`config.mk`:
```
export PLATFORM = sky130hd
export DESIGN_NAME = add_accum_pipe
export DESIGN_NICKNAME = d
export VERILOG_FILES = /design/src/rtl/add_accum_pkg.sv /design/src/rtl/add_accum_stage.sv /design/src/rtl/add_accum_pipe.sv
export SDC_FILE = /design/constraint.sdc
export NUM_CORES = 1
export LEC_CHECK = 0
export ABC_AREA = 1
export CORE_MARGIN = 3
export CORE_UTILIZATION = 57
export DETAILED_ROUTE_END_ITERATION = 16
export PLACE_DENSITY = 0.85
export SLEW_MARGIN = 25
export SYNTH_ARGS = -nofsm -noshare
export SYNTH_HDL_FRONTEND = slang
export SYNTH_SLANG_ARGS = --single-unit
```
`constraint.sdc`:
```
create_clock -name clk -period 5.2 [get_ports clk]
set_input_delay 1.3 -clock clk [delete_from_list [all_inputs] [get_ports clk]]
set_output_delay 1.3 -clock clk [all_outputs]
set_load 0.02 [all_outputs]
```
`src/rtl/add_accum_pkg.sv`:
```
// rtl/add_accum_pkg.sv - mode encodings and shared types for the add/accumulate pipeline
package add_accum_pkg;

  typedef logic [1:0] mode_t;

  localparam mode_t MODE_ADD = 2'b00;
  localparam mode_t MODE_SUB = 2'b01;
  localparam mode_t MODE_ACC = 2'b10;
  localparam mode_t MODE_CLR = 2'b11;

endpackage

```
`src/rtl/add_accum_stage.sv`:
```
// rtl/add_accum_stage.sv - one valid/ready pipeline register
module add_accum_stage #(
  parameter int W = 8
) (
  input  logic         clk,
  input  logic         rst,
  input  logic         in_valid,
  output logic         in_ready,
  input  logic [W-1:0] in_data,
  output logic         out_valid,
  input  logic         out_ready,
  output logic [W-1:0] out_data
);

  // The slot may be refilled in the same cycle its occupant is taken.
  assign in_ready = !out_valid || out_ready;

  always_ff @(posedge clk) begin
    if (rst) begin
      out_valid <= 1'b0;
      out_data  <= '0;
    end else if (in_ready) begin
      out_valid <= in_valid;
      if (in_valid) begin
        out_data <= in_data;
      end
    end
  end

endmodule

```
`src/rtl/add_accum_pipe.sv`:
```
// rtl/add_accum_pipe.sv - two-stage add/sub/accumulate pipeline with sticky overflow
// ADD_ACCUM_SAT_EN selects saturating results instead of modulo wrap.
module add_accum_pipe
  import add_accum_pkg::*;
#(
  parameter int WIDTH = 8,
  parameter int SKID  = 0
) (
  input  logic             clk,
  input  logic             rst,
  input  logic             in_valid,
  output logic             in_ready,
  input  logic [WIDTH-1:0] a,
  input  logic [WIDTH-1:0] b,
  input  mode_t            mode,
  output logic             out_valid,
  input  logic             out_ready,
  output logic [WIDTH-1:0] sum,
  output logic             carry,
  output logic             ovf_sticky
);

  localparam int S1W = 2 * WIDTH + 2;
  localparam int S2W = WIDTH + 1;

  logic           s0_valid;
  logic           s0_ready;
  logic [S1W-1:0] s0_data;
  logic [S1W-1:0] in_data;

  assign in_data = {mode, a, b};

  generate
    if (SKID != 0) begin : g_skid
      logic           skid_valid;
      logic [S1W-1:0] skid_data;

      // in_ready is a flop: a beat accepted while S1 stalls parks here.
      always_ff @(posedge clk) begin
        if (rst) begin
          skid_valid <= 1'b0;
          skid_data  <= '0;
        end else if (skid_valid) begin
          if (s0_ready) begin
            skid_valid <= 1'b0;
          end
        end else if (in_valid && !s0_ready) begin
          skid_valid <= 1'b1;
          skid_data  <= in_data;
        end
      end

      assign in_ready = !skid_valid;
      assign s0_valid = skid_valid || in_valid;
      assign s0_data  = skid_valid ? skid_data : in_data;
    end else begin : g_direct
      assign in_ready = s0_ready;
      assign s0_valid = in_valid;
      assign s0_data  = in_data;
    end
  endgenerate

  logic           s1_valid;
  logic [S1W-1:0] s1_data;
  logic           s2_in_ready;
  logic           s2_valid;
  logic [S2W-1:0] s2_data;

  add_accum_stage #(.W(S1W)) u_s1 (
    .clk       (clk),
    .rst       (rst),
    .in_valid  (s0_valid),
    .in_ready  (s0_ready),
    .in_data   (s0_data),
    .out_valid (s1_valid),
    .out_ready (s2_in_ready),
    .out_data  (s1_data)
  );

  mode_t            s1_mode;
  logic [WIDTH-1:0] s1_a;
  logic [WIDTH-1:0] s1_b;
  logic [WIDTH-1:0] acc;
  logic [WIDTH:0]   raw;
  logic [WIDTH-1:0] res;
  logic             res_c;

  assign s1_mode = mode_t'(s1_data[S1W-1 -: 2]);
  assign s1_a    = s1_data[2*WIDTH-1 -: WIDTH];
  assign s1_b    = s1_data[WIDTH-1:0];

  always_comb begin
    raw   = '0;
    res_c = 1'b0;
    case (s1_mode)
      MODE_ADD: raw = {1'b0, s1_a} + {1'b0, s1_b};
      MODE_SUB: raw = {1'b0, s1_a} - {1'b0, s1_b};
      MODE_ACC: raw = {1'b0, acc} + {1'b0, s1_a};
      default:  raw = '0;
    endcase
    // Bit WIDTH is the carry for additions and the borrow for subtraction.
    res_c = raw[WIDTH];
    res   = raw[WIDTH-1:0];
`ifdef ADD_ACCUM_SAT_EN
    if (res_c) begin
      res = (s1_mode == MODE_SUB) ? '0 : '1;
    end
`endif
  end

  add_accum_stage #(.W(S2W)) u_s2 (
    .clk       (clk),
    .rst       (rst),
    .in_valid  (s1_valid),
    .in_ready  (s2_in_ready),
    .in_data   ({res_c, res}),
    .out_valid (s2_valid),
    .out_ready (out_ready),
    .out_data  (s2_data)
  );

  logic s2_load;
  assign s2_load = s1_valid && s2_in_ready;

  // Architectural state only moves with the beat, so stalls never double-count.
  always_ff @(posedge clk) begin
    if (rst) begin
      acc        <= '0;
      ovf_sticky <= 1'b0;
    end else if (s2_load) begin
      if (s1_mode == MODE_ACC) begin
        acc <= res;
      end
      if (s1_mode == MODE_CLR) begin
        acc        <= '0;
        ovf_sticky <= 1'b0;
      end else if (res_c) begin
        ovf_sticky <= 1'b1;
      end
    end
  end

  assign out_valid = s2_valid;
  assign carry     = s2_data[WIDTH];
  assign sum       = s2_data[WIDTH-1:0];

endmodule

```
==> impl_summary.log, run 1 <==
INFO  metric critical-path-max-stage-delay = roughly 0.60 ns
INFO  metric required_arrival_time_at_the_worst_endpoint = 3.90 ns
INFO  metric finalHoldWorstSlack = around 0.48 ns
INFO  metric hp-class = register to register
INFO  metric period_share = 0.731
INFO  metric core.rowCount = 21
INFO  metric cts_root_buf = clkbuf_4
INFO  metric detail-route-antenna-nets = 0
INFO  metric worst_pin_slew = approximately 0.73 ns
INFO  metric clk_pin_slew = ~0.11 ns
INFO  metric grt_setup_unrepaired = false
INFO  metric slew-limit-headroom = 0.515
INFO  metric layout_min_cycle_time = 3.80 ns
INFO  metric slew_violations = 0
INFO  metric cts_htree_levels = 2
INFO  metric layout-drive-gt1-share = 0.0603
INFO  metric dieArea = 4350 um^2
INFO  metric yosysMostFrequentCell = nand2_1
INFO  metric core-area = approximately 3400 um^2
INFO  metric vias_per_cell = around 5.3
INFO  metric post_cts_resized = 0
INFO  metric die_height = between 60 and 70 um
INFO  metric timing.final.hold_violations = 0
INFO  metric hold_buffers = 0
INFO  metric ys.flop_type = dfxtp_1
INFO  metric initial_utilization = 0.605
INFO  metric yosys.area.top_type = dfxtp_1
INFO  metric ys_top_cells_by_area = dfxtp_1 37%, a21oi_1 9.5%, o21ai_0 8.5%
INFO  metric power.density = ~280 nW/um^2
INFO  metric die_x = 66.0 um
INFO  metric syn-instance-count = between 200 and 300
INFO  metric leakage = 1.06 nW
INFO  metric tritoncts_clock_tree = built
INFO  metric io_buffers = 33
INFO  metric antenna_found_initial = 0
INFO  metric cts_buffer_depth = 2
INFO  metric achievable-frequency = 0.263 GHz
INFO  metric setup_viol = 0
INFO  metric grt_max_degree = 31
INFO  metric place_ws = between 1 and 1.5 ns
INFO  metric grt_remaining_overflow = 0
INFO  metric post_cts.repair.setup_buffers = 0
INFO  metric clk_latency = about 0.35 ns
INFO  metric max_cap_viol_count = 0
INFO  metric synth_nets = around 320
INFO  metric asyncSetResetFlopFracSynth = 0
INFO  metric grt_overall_usage = 0.217
INFO  metric detail_route.first_pass.iterations = 5
INFO  metric postSynthAreaPerCell = between 7 and 8 um^2
INFO  metric synth_enable_flop_cells = 0
INFO  metric worst_path_slowest_cell = clkdlybuf4s50_1
INFO  metric globalplace.congestion = between 0.9 and 1
INFO  metric cts_inserted_buffers = 5
INFO  metric top_cells_by_instance_count_after_synthesis = 44 x nand2_1, 39 x a21oi_1, 38 x dfxtp_1
INFO  metric place.detailed.hpwl = approximately 3300 um
INFO  metric vias = between 1.5k and 2k
INFO  metric crit_path_cell_trace = clkdlybuf4s50_1 -> inv_1 -> nand3_2 -> clkdlybuf4s50_1
INFO  metric final_nets = around 350
INFO  metric timing.critical_path.from_type = input pin
INFO  metric io_pins = 34
INFO  metric fin_skew = between 0.005 and 0.006 ns
INFO  metric run_status = complete, no violations
INFO  metric critPathMostFrequentCell = clkdlybuf4s50_1
INFO  metric path_class = input pin to primary output
INFO  metric filler_cell_count = 290
INFO  metric multi_input_area = between 1000 and 1500 um^2
INFO  metric drt_drc_violations_left = 0
INFO  metric yosys.area.top_type_share = 0.371
INFO  metric post_synth_instance_area = between 2000 and 2500 um^2
INFO  metric timing.critical_path.fanout_max = 3
INFO  metric grt_pass1_wl = between 7000 and 8000 um
INFO  metric critical_path.endpoint_type = primary output
INFO  metric seqCellArea = between 700 and 800 um^2
INFO  metric vdd_drop_max = 0.190 mV
INFO  metric yosysUniqueCellTypes = 29
INFO  metric synth_seq_cells = 38
INFO  metric layout_setup_ws = roughly 1.4 ns
INFO  metric drt_wl_total = approximately 4200 um
INFO  metric antenna_diode_count = 0
INFO  metric synth.yosys.warnings = 0
INFO  metric cp_data_arrival_time = around 2.5 ns
INFO  metric sequential_cell_area_fraction_in_the_yosys_report = 0.371
INFO  metric fin_tns_setup = 0 ns
INFO  metric area_growth = 18.4%
INFO  metric routed_wire_length_per_instance = ~12 um
INFO  metric detailedRoute.firstIterationViolations = 102
INFO  metric cts_num_sinks = 38
INFO  metric number_of_global_route_vias_before_repair = 1,621
==> power breakdown <==
| group | switching [W] | total (W) | internal, W |
|---|---|---|---|
| registers | 0.0000129 | 0.000323 | 0.000310 |
| clock network | 0.0000974 | 0.000162 | 0.0000650 |
| logic | 0.000110 | 0.000191 | 0.0000811 |
| total | 0.000220 | 0.000677 | 0.000457 |
==> cell type report <==
| type | count | share of cell area |
|---|---|---|
| Timing Repair Buffer | 33 | 0.136 |
| Multi-Input combinational cell | 206 | 0.454 |
| Sequential cell | 38 | 0.313 |
| Clock inverter | 2 | 0.00515 |
| Tap cell | 46 | 0.0237 |
| Clock buffer | 6 | 0.0211 |
| Inverter | 30 | 0.0464 |
==> cells in the final DEF (no fill, tap or decap), types with 2 or more instances in the layout <==
cell type / n
nor2_1: 32
inv_2: 2
nor2_2: 3
inv_1: 28
nand3b_1: 3
dfxtp_1: 38
clkdlybuf4s50_1: 33
nand3_2: 2
a21oi_1: 39
a22oi_1: 4
o21ai_1: 3
clkbuf_4: 5
o21ai_0: 35
nand2_1: 44
ha_1: 12
nand3_1: 17
nand4_1: 3
==> metrics by stage <==
step | power, W | instance area (um^2) | utilization | std cells
floorplan | 0.000465 | 2050 | - | 286
CTS | 0.000683 | 2430 | 0.716 | 361
finish | 0.000677 | 2430 | 0.716 | 361
detailed placement | 0.000520 | 2360 | 0.697 | 353
global placement | 0.000516 | 2360 | 0.697 | 353
global route | 0.000723 | 2430 | 0.716 | 361
==> cells by family after synthesis <==
| kind of cell | count (synthesis) | synth area share |
|---|---|---|
| compound gates | 85 | 0.218 |
| fa+ha+maj | 13 | 0.0830 |
| buf+inv | 42 | 0.0910 |
| flops | 38 | 0.371 |
| simple gates | 108 | 0.237 |
==> flip-flops by register name, indices dropped and copies added, names as in the netlist <==
name / count
u_s1.out_data: 18
u_s2.out_valid: 1
acc: 8
u_s2.out_data: 9
u_s1.out_valid: 1
ovf_sticky: 1
==> critical path, delay by kind of cell <==
| family | cells | cell delay (ns) |
|---|---|---|
| and+or+nand+nor | 1 | 0.08 |
| buffers and inverters | 3 | 1.13 |
==> per-layer routing <==
layer	global-route usage	part of all wire	wire length, um	vias to the layer above
met4	0.0761	0.018	78	0
met1	0.282	0.44	1880	823
met3	0.0697	0.063	267	8
li1	-	-	-	1012
met2	0.335	0.47	2010	53
met5	0	0	0	-
==> worst paths after layout <==
kind | cells past startpoint | start | to | slack (ns)
worst max register to register | 12 | u_s1.out_data[16] | acc[4] | 2.53
worst min-delay path | 2 | u_s2.out_data[1] | u_s2.out_data[1] | 0.48
worst min register to register | 2 | u_s2.out_data[1] | u_s2.out_data[1] | 0.48
worst max-delay path | 4 | out_ready | in_ready | 1.40
No activity file was read; power rests on OpenSTA's default activity.
==> run 2: changes to the inputs <==
Settings changed: CORE_UTILIZATION 57 to 48, PLACE_DENSITY 0.85 to 0.76.
Clock period 5.2 ns to 3.4 ns, I/O delays scaled along.
==> impl_summary.log, run 2 (same netlist as run 1, synthesis figures left out) <==
INFO  metric worst_pin_slew = ~0.76 ns
INFO  metric post_cts_resized = 0
INFO  metric largest_register_ff_count = 18
INFO  metric detailedRoute.firstIterationViolations = 81
INFO  metric vdd_drop_max = ~0.29 mV
INFO  metric final_nets = 349
INFO  metric run_status = complete, no violations
INFO  metric critical_path.n_buffers_inverters = 3
INFO  metric slew_violations = 0
INFO  metric achievable-frequency = about 0.35 GHz
INFO  metric fin_skew = 0.00578 ns
INFO  metric io_pins = 34
INFO  metric critical-path-max-stage-delay = ~0.6 ns
INFO  metric place_ws = 0.502 ns
INFO  metric layout_setup_ws = 0.503 ns
INFO  metric worstRegToRegCells = 12
INFO  metric leakage = about 1.1 nW
INFO  metric routed_wire_length_per_instance = about 12 um
INFO  metric worst_r2r_endpoint = acc[4]
INFO  metric vias = between 1.5k and 2k
INFO  metric final_core_utilization = 0.611
INFO  metric critPathMostFrequentCell = clkdlybuf4s50_1
INFO  metric cts_inserted_buffers = 5
INFO  metric timing.critical_path.fanout_max = 3
INFO  metric clk_latency = roughly 0.28 ns
INFO  metric post_cts.repair.setup_buffers = 0
INFO  metric grt_remaining_overflow = 0
INFO  metric max_cap_viol_count = 0
INFO  metric tritoncts_clock_tree = built
INFO  metric globalplace.congestion = 0.873
INFO  metric detailroute.wirelength.met2 = ~2000 um
INFO  metric setup_viol = 0
INFO  metric fin_tns_setup = 0 ns
INFO  metric clk_pin_slew = around 0.070 ns
INFO  metric hold_path.startpoint = u_s2.out_data[0]
INFO  metric mostFrequentLayoutCell = nand2_1
INFO  metric die_x = between 70 and 80 um
INFO  metric critical_path.endpoint_type = primary output
INFO  metric r2r_start = u_s1.out_data[16]
INFO  metric grt_max_degree = 31
INFO  metric detail_route.first_pass.iterations = 4
INFO  metric hp-class = register to register
INFO  metric period_share = 0.852
INFO  metric cts_htree_levels = 2
INFO  metric final_cells = roughly 370
INFO  metric dieArea = just over 5000 um^2
INFO  metric whs_path_depth = 2
INFO  metric die_height = about 70 um
INFO  metric worst_hold_path.endpoint = u_s2.out_data[0]
INFO  metric timing.critical_path.from_type = input pin
INFO  metric cp_data_arrival_time = between 2 and 2.5 ns
INFO  metric required_arrival_time_at_the_worst_endpoint = 2.55 ns
INFO  metric top_register = u_s1.out_data
INFO  metric regToRegSetupSlack = between 0.7 and 0.8 ns
INFO  metric reg_top3 = u_s1.out_data x18, u_s2.out_data x9, acc x8
INFO  metric worst_path_dominant_cell_family = buffers and inverters
INFO  metric crit_path_cell_trace = clkdlybuf4s50_1 -> inv_1 -> nand3_2 -> clkdlybuf4s50_1
INFO  metric detail-route-antenna-nets = 0
INFO  metric core.rowCount = 23
INFO  metric grt_pass1_wl = 7130 um
INFO  metric number_of_global_route_vias_before_repair = 1,663
INFO  metric io_buffers = 33
INFO  metric drt_drc_violations_left = 0
INFO  metric area_growth = 20.9%
INFO  metric place.detailed.hpwl = approximately 3300 um
INFO  metric cts_buffer_depth = 2
INFO  metric power.density = approximately 470 nW/um^2
INFO  metric vias_per_cell = 5.22
INFO  metric dp.cells = about 360
INFO  metric hold_buffers = 0
INFO  metric timing.final.hold_violations = 0
INFO  metric worst_path_slowest_cell = clkdlybuf4s50_1
INFO  metric layout-drive-gt1-share = 0.0603
INFO  metric grt_setup_unrepaired = false
INFO  metric initial_utilization = 0.505
INFO  metric antenna_found_initial = 0
INFO  metric antenna_diode_count = 0
INFO  metric cts_root_buf = clkbuf_8
INFO  metric leading_cell_types_in_the_layout_fill_and_taps_excluded = 44 x nand2_1, 39 x a21oi_1, 38 x dfxtp_1, 35 x o21ai_0, 33 x clkdlybuf4s50_1
INFO  metric top_layer_used = met4
INFO  metric grt_overall_usage = 0.173
INFO  metric drt_wl_total = between 4000 and 5000 um
INFO  metric core-area = around 4000 um^2
INFO  metric cts_num_sinks = 38
INFO  metric slew-limit-headroom = 0.489
INFO  metric path_class = input pin to primary output
INFO  metric route.layer.met1.wl = between 2000 and 2500 um
INFO  metric wire_length_on_met3 = 214 um
INFO  metric layout_min_cycle_time = around 2.9 ns
run 2: changes by cell type in the layout (fill, tap and decap cells not counted):
cell	before	now
clkbuf_4	5	0
clkbuf_8	1	5
bufinv_16	0	1
clkinv_2	1	2
clkinvlp_4	1	0
run 2: per-stage QoR:
| stage | area (um^2) | hold WS [ns] | power (W) |
|---|---|---|---|
| after global routing | 2480 | 0.499 | 0.00122 |
| after detailed placement | 2370 | 0.458 | 0.000796 |
| after CTS | 2480 | 0.469 | 0.00117 |
| after global placement | 2370 | 0.456 | 0.000792 |
| after floorplan | 2050 | 0.444 | 0.000711 |
| final | 2480 | 0.470 | 0.00116 |
run 2: report_power, final:
part           leakage [nW]  total (W)  internal (W)  switching, W
sequential            0.313   0.000495      0.000475     0.0000199
clock                0.0579   0.000370      0.000216      0.000154
combinational         0.717   0.000294      0.000124      0.000169
run 2: layer usage:
| layer | track usage | vias to the layer above |
|---|---|---|
| met4 | 0.0585 | 0 |
| li1 | - | 1010 |
| met5 | 0 | - |
| met1 | 0.234 | 847 |
| met2 | 0.278 | 43 |
| met3 | 0.0337 | 7 |
run 2: worst max-delay path by stage:
stage / from / endpoint / slack (ns) / cells past startpoint
final: out_ready / in_ready / 0.50 / 4
after global routing: u_s1.out_data[16] / acc[4] / 0.47 / 12
after CTS: out_ready / in_ready / 0.50 / 4
after detailed placement: out_ready / in_ready / 0.50 / 4
after global placement: out_ready / in_ready / 0.52 / 4
after floorplan: u_s1.out_data[16] / acc[4] / 1.02 / 12
run 2: layout make-up:
cell class | count | area [um^2]
Fill cell | 380 | 1580
Tap cell | 50 | 62.6
Inverter | 30 | 113
Timing Repair Buffer | 33 | 330
Clock buffer | 5 | 68.8
Clock inverter | 3 | 40.0
Multi-Input combinational cell | 206 | 1100
Sequential cell | 38 | 761
run 2: worst register-to-register path, cell delays in order, from the launching register on:
cell and delay, ns:
dfxtp_1 0.36, inv_1 0.07, ha_1 0.48, inv_1 0.18, nand3_1 0.10, nand2_1 0.06, ha_1 0.21, fa_1 0.42
nand3_1 0.10, nand3_2 0.09, or2_2 0.28, nand3_1 0.09, a21oi_1 0.07
==> run 3: changes to the inputs <==
Settings changed: GPL_TIMING_DRIVEN set to 0.
Clock period 3.4 ns to 2.5 ns, I/O delays scaled along.
==> impl_summary.log, run 3 (same netlist as run 1, synthesis figures left out) <==
INFO  metric achievable-frequency = between 0.4 and 0.5 GHz
INFO  metric fin_skew = just over 0.007 ns
INFO  metric mostFrequentLayoutCell = nand2_1
INFO  metric drt_drc_violations_left = 0
INFO  metric place_ws = -0.110 ns
INFO  metric vias = 1,949
INFO  metric largest_register_ff_count = 18
INFO  metric hp-class = register to register
INFO  metric cp_data_arrival_time = 1.82 ns
INFO  metric vdd_drop_max = around 0.34 mV
INFO  metric die_x = 71.3 um
INFO  metric clk_pin_slew = 0.07 ns
INFO  metric leakage = around 1.1 nW
INFO  metric p_seq_frac = 0.413
INFO  metric r2r_start = u_s1.out_data[16]
INFO  metric cts_root_buf = clkbuf_8
INFO  metric finalHoldWorstSlack = between 0.4 and 0.5 ns
INFO  metric place.detailed.hpwl = between 3000 and 4000 um
INFO  metric initial_utilization = 0.505
INFO  metric cts_inserted_buffers = 5
INFO  metric run_status = complete, no violations
INFO  metric filler_cell_count = roughly 370
INFO  metric clockPowerShare = 0.322
INFO  metric vias_per_cell = a little over 5
INFO  metric worst_pin_slew = about 0.45 ns
INFO  metric number_of_global_route_vias_before_repair = 1,695
INFO  metric grt_setup_unrepaired = false
INFO  metric cts_htree_levels = 2
INFO  metric antenna_diode_count = 0
INFO  metric tritoncts_clock_tree = built
INFO  metric io_pins = 34
INFO  metric dieArea = between 5000 and 6000 um^2
INFO  metric core-area = just over 4000 um^2
INFO  metric drt_wl_total = approximately 4700 um
INFO  metric top_register = u_s1.out_data
INFO  metric cell_internal_pwr = 0.00115 W
INFO  metric grt_max_degree = 12
INFO  metric netSwitchingPower = ~0.00048 W
INFO  metric timing.final.hold_violations = 0
INFO  metric timing.critical_path.from_type = input pin
INFO  metric grt_pass1_wl = 7470 um
INFO  metric period_share = 0.978
INFO  metric hold_path.startpoint = u_s2.out_data[0]
INFO  metric totalPowerFinal = 0.00163 W
INFO  metric grt_remaining_overflow = 0
INFO  metric detail_route.first_pass.iterations = 4
INFO  metric required_arrival_time_at_the_worst_endpoint = approximately 1.9 ns
INFO  metric layout_setup_ws = between 0.05 and 0.06 ns
INFO  metric cts_num_sinks = 38
INFO  metric io_buffers = 32
INFO  metric globalplace.congestion = about 0.9
INFO  metric slew_violations = 0
INFO  metric antenna_found_initial = 0
INFO  metric timing.critical_path.fanout_max = 3
INFO  metric detail-route-antenna-nets = 0
INFO  metric layout_min_cycle_time = 2.44 ns
INFO  metric detailedRoute.firstIterationViolations = 70
INFO  metric layout-drive-gt1-share = 0.117
INFO  metric fin_tns_setup = 0 ns
INFO  metric clk_latency = roughly 0.29 ns
INFO  metric max_cap_viol_count = 0
INFO  metric power.density = about 630 nW/um^2
INFO  metric area_growth = 26.6%
INFO  metric cts_buffer_depth = 2
INFO  metric path_class = input pin to primary output
INFO  metric grt_overall_usage = 0.186
INFO  metric core.rowCount = 23
INFO  metric critical_path.endpoint_type = primary output
INFO  metric reg_top3 = u_s1.out_data x18, u_s2.out_data x9, acc x8
INFO  metric final_nets = 361
INFO  metric die_height = between 70 and 80 um
INFO  metric setup_viol = 0
INFO  metric leading_cell_types_in_the_layout_fill_and_taps_excluded = 44 x nand2_1, 37 x a21oi_1, 36 x dfxtp_1, 33 x o21ai_0
INFO  metric startpoint = out_ready
INFO  metric comb_power_share = 0.264
INFO  metric routed_wire_length_per_instance = 12.6 um
INFO  metric p_sw_frac = 0.294
INFO  metric slew-limit-headroom = 0.700
==> run 3: repair_timing <==
| action | in CTS | in global routing |
|---|---|---|
| endpoints found under the setup margin | 6 | 9 |
| hold buffers | 0 | 0 |
| buffers inserted | 0 | 1 |
| hold endpoints to repair | 0 | 0 |
| pin swaps | 0 | 3 |
| gates cloned | 0 | 0 |
| resized for setup | 4 | 12 |
==> run 3: final cells by class <==
| class | instances | area, um^2 | share of cell area |
|---|---|---|---|
| Clock inverter | 1 | 30.0 | 0.0116 |
| Tap cell | 50 | 62.6 | 0.0241 |
| Multi-Input combinational cell | 206 | 1140 | 0.438 |
| Buffer | 12 | 80.1 | 0.0309 |
| Timing Repair Buffer | 33 | 328 | 0.126 |
| Clock buffer | 6 | 82.6 | 0.0318 |
| Sequential cell | 38 | 763 | 0.294 |
| Inverter | 30 | 113 | 0.0434 |
==> run 3: metal layers <==
metal,vias up,global-route usage,share of wire
li1,1033,-,-
met1,867,0.242,0.46
met2,43,0.306,0.49
met3,6,0.0463,0.042
met4,0,0.0501,0.010
met5,-,0,0
==> run 3: worst max-delay path: stages <==
cell	delay (ns)
clkdlybuf4s50_1	0.45
inv_1	0.06
nand3_2	0.08
clkdlybuf4s50_1	0.60
==> run 3: worst paths after layout <==
| kind | end | slack, ns | cells after the start |
|---|---|---|---|
| hold / removal | u_s2.out_data[0] | 0.47 | 2 |
| setup / recovery | in_ready | 0.06 | 4 |
| setup reg to reg | u_s2.out_data[4] | 0.16 | 12 |
| hold reg to reg | u_s2.out_data[0] | 0.47 | 2 |
==> run 3: stage by stage <==
stage                     instances  utilization  area, um^2
final                           376        0.640        2590
after floorplan                 286            -        2050
after detailed placement        368        0.599        2430
after global routing            376        0.640        2590
after CTS                       375        0.629        2550
after global placement          368        0.599        2430
==> run 3: power groups by stage <==
stage	logic, W	clock network, W	registers (W)
floorplan	0.000271	0	0.000697
global placement	0.000405	0	0.000685
detailed placement	0.000410	0	0.000687
CTS	0.000415	0.000534	0.000673
global route	0.000482	0.000562	0.000678
finish	0.000431	0.000525	0.000674
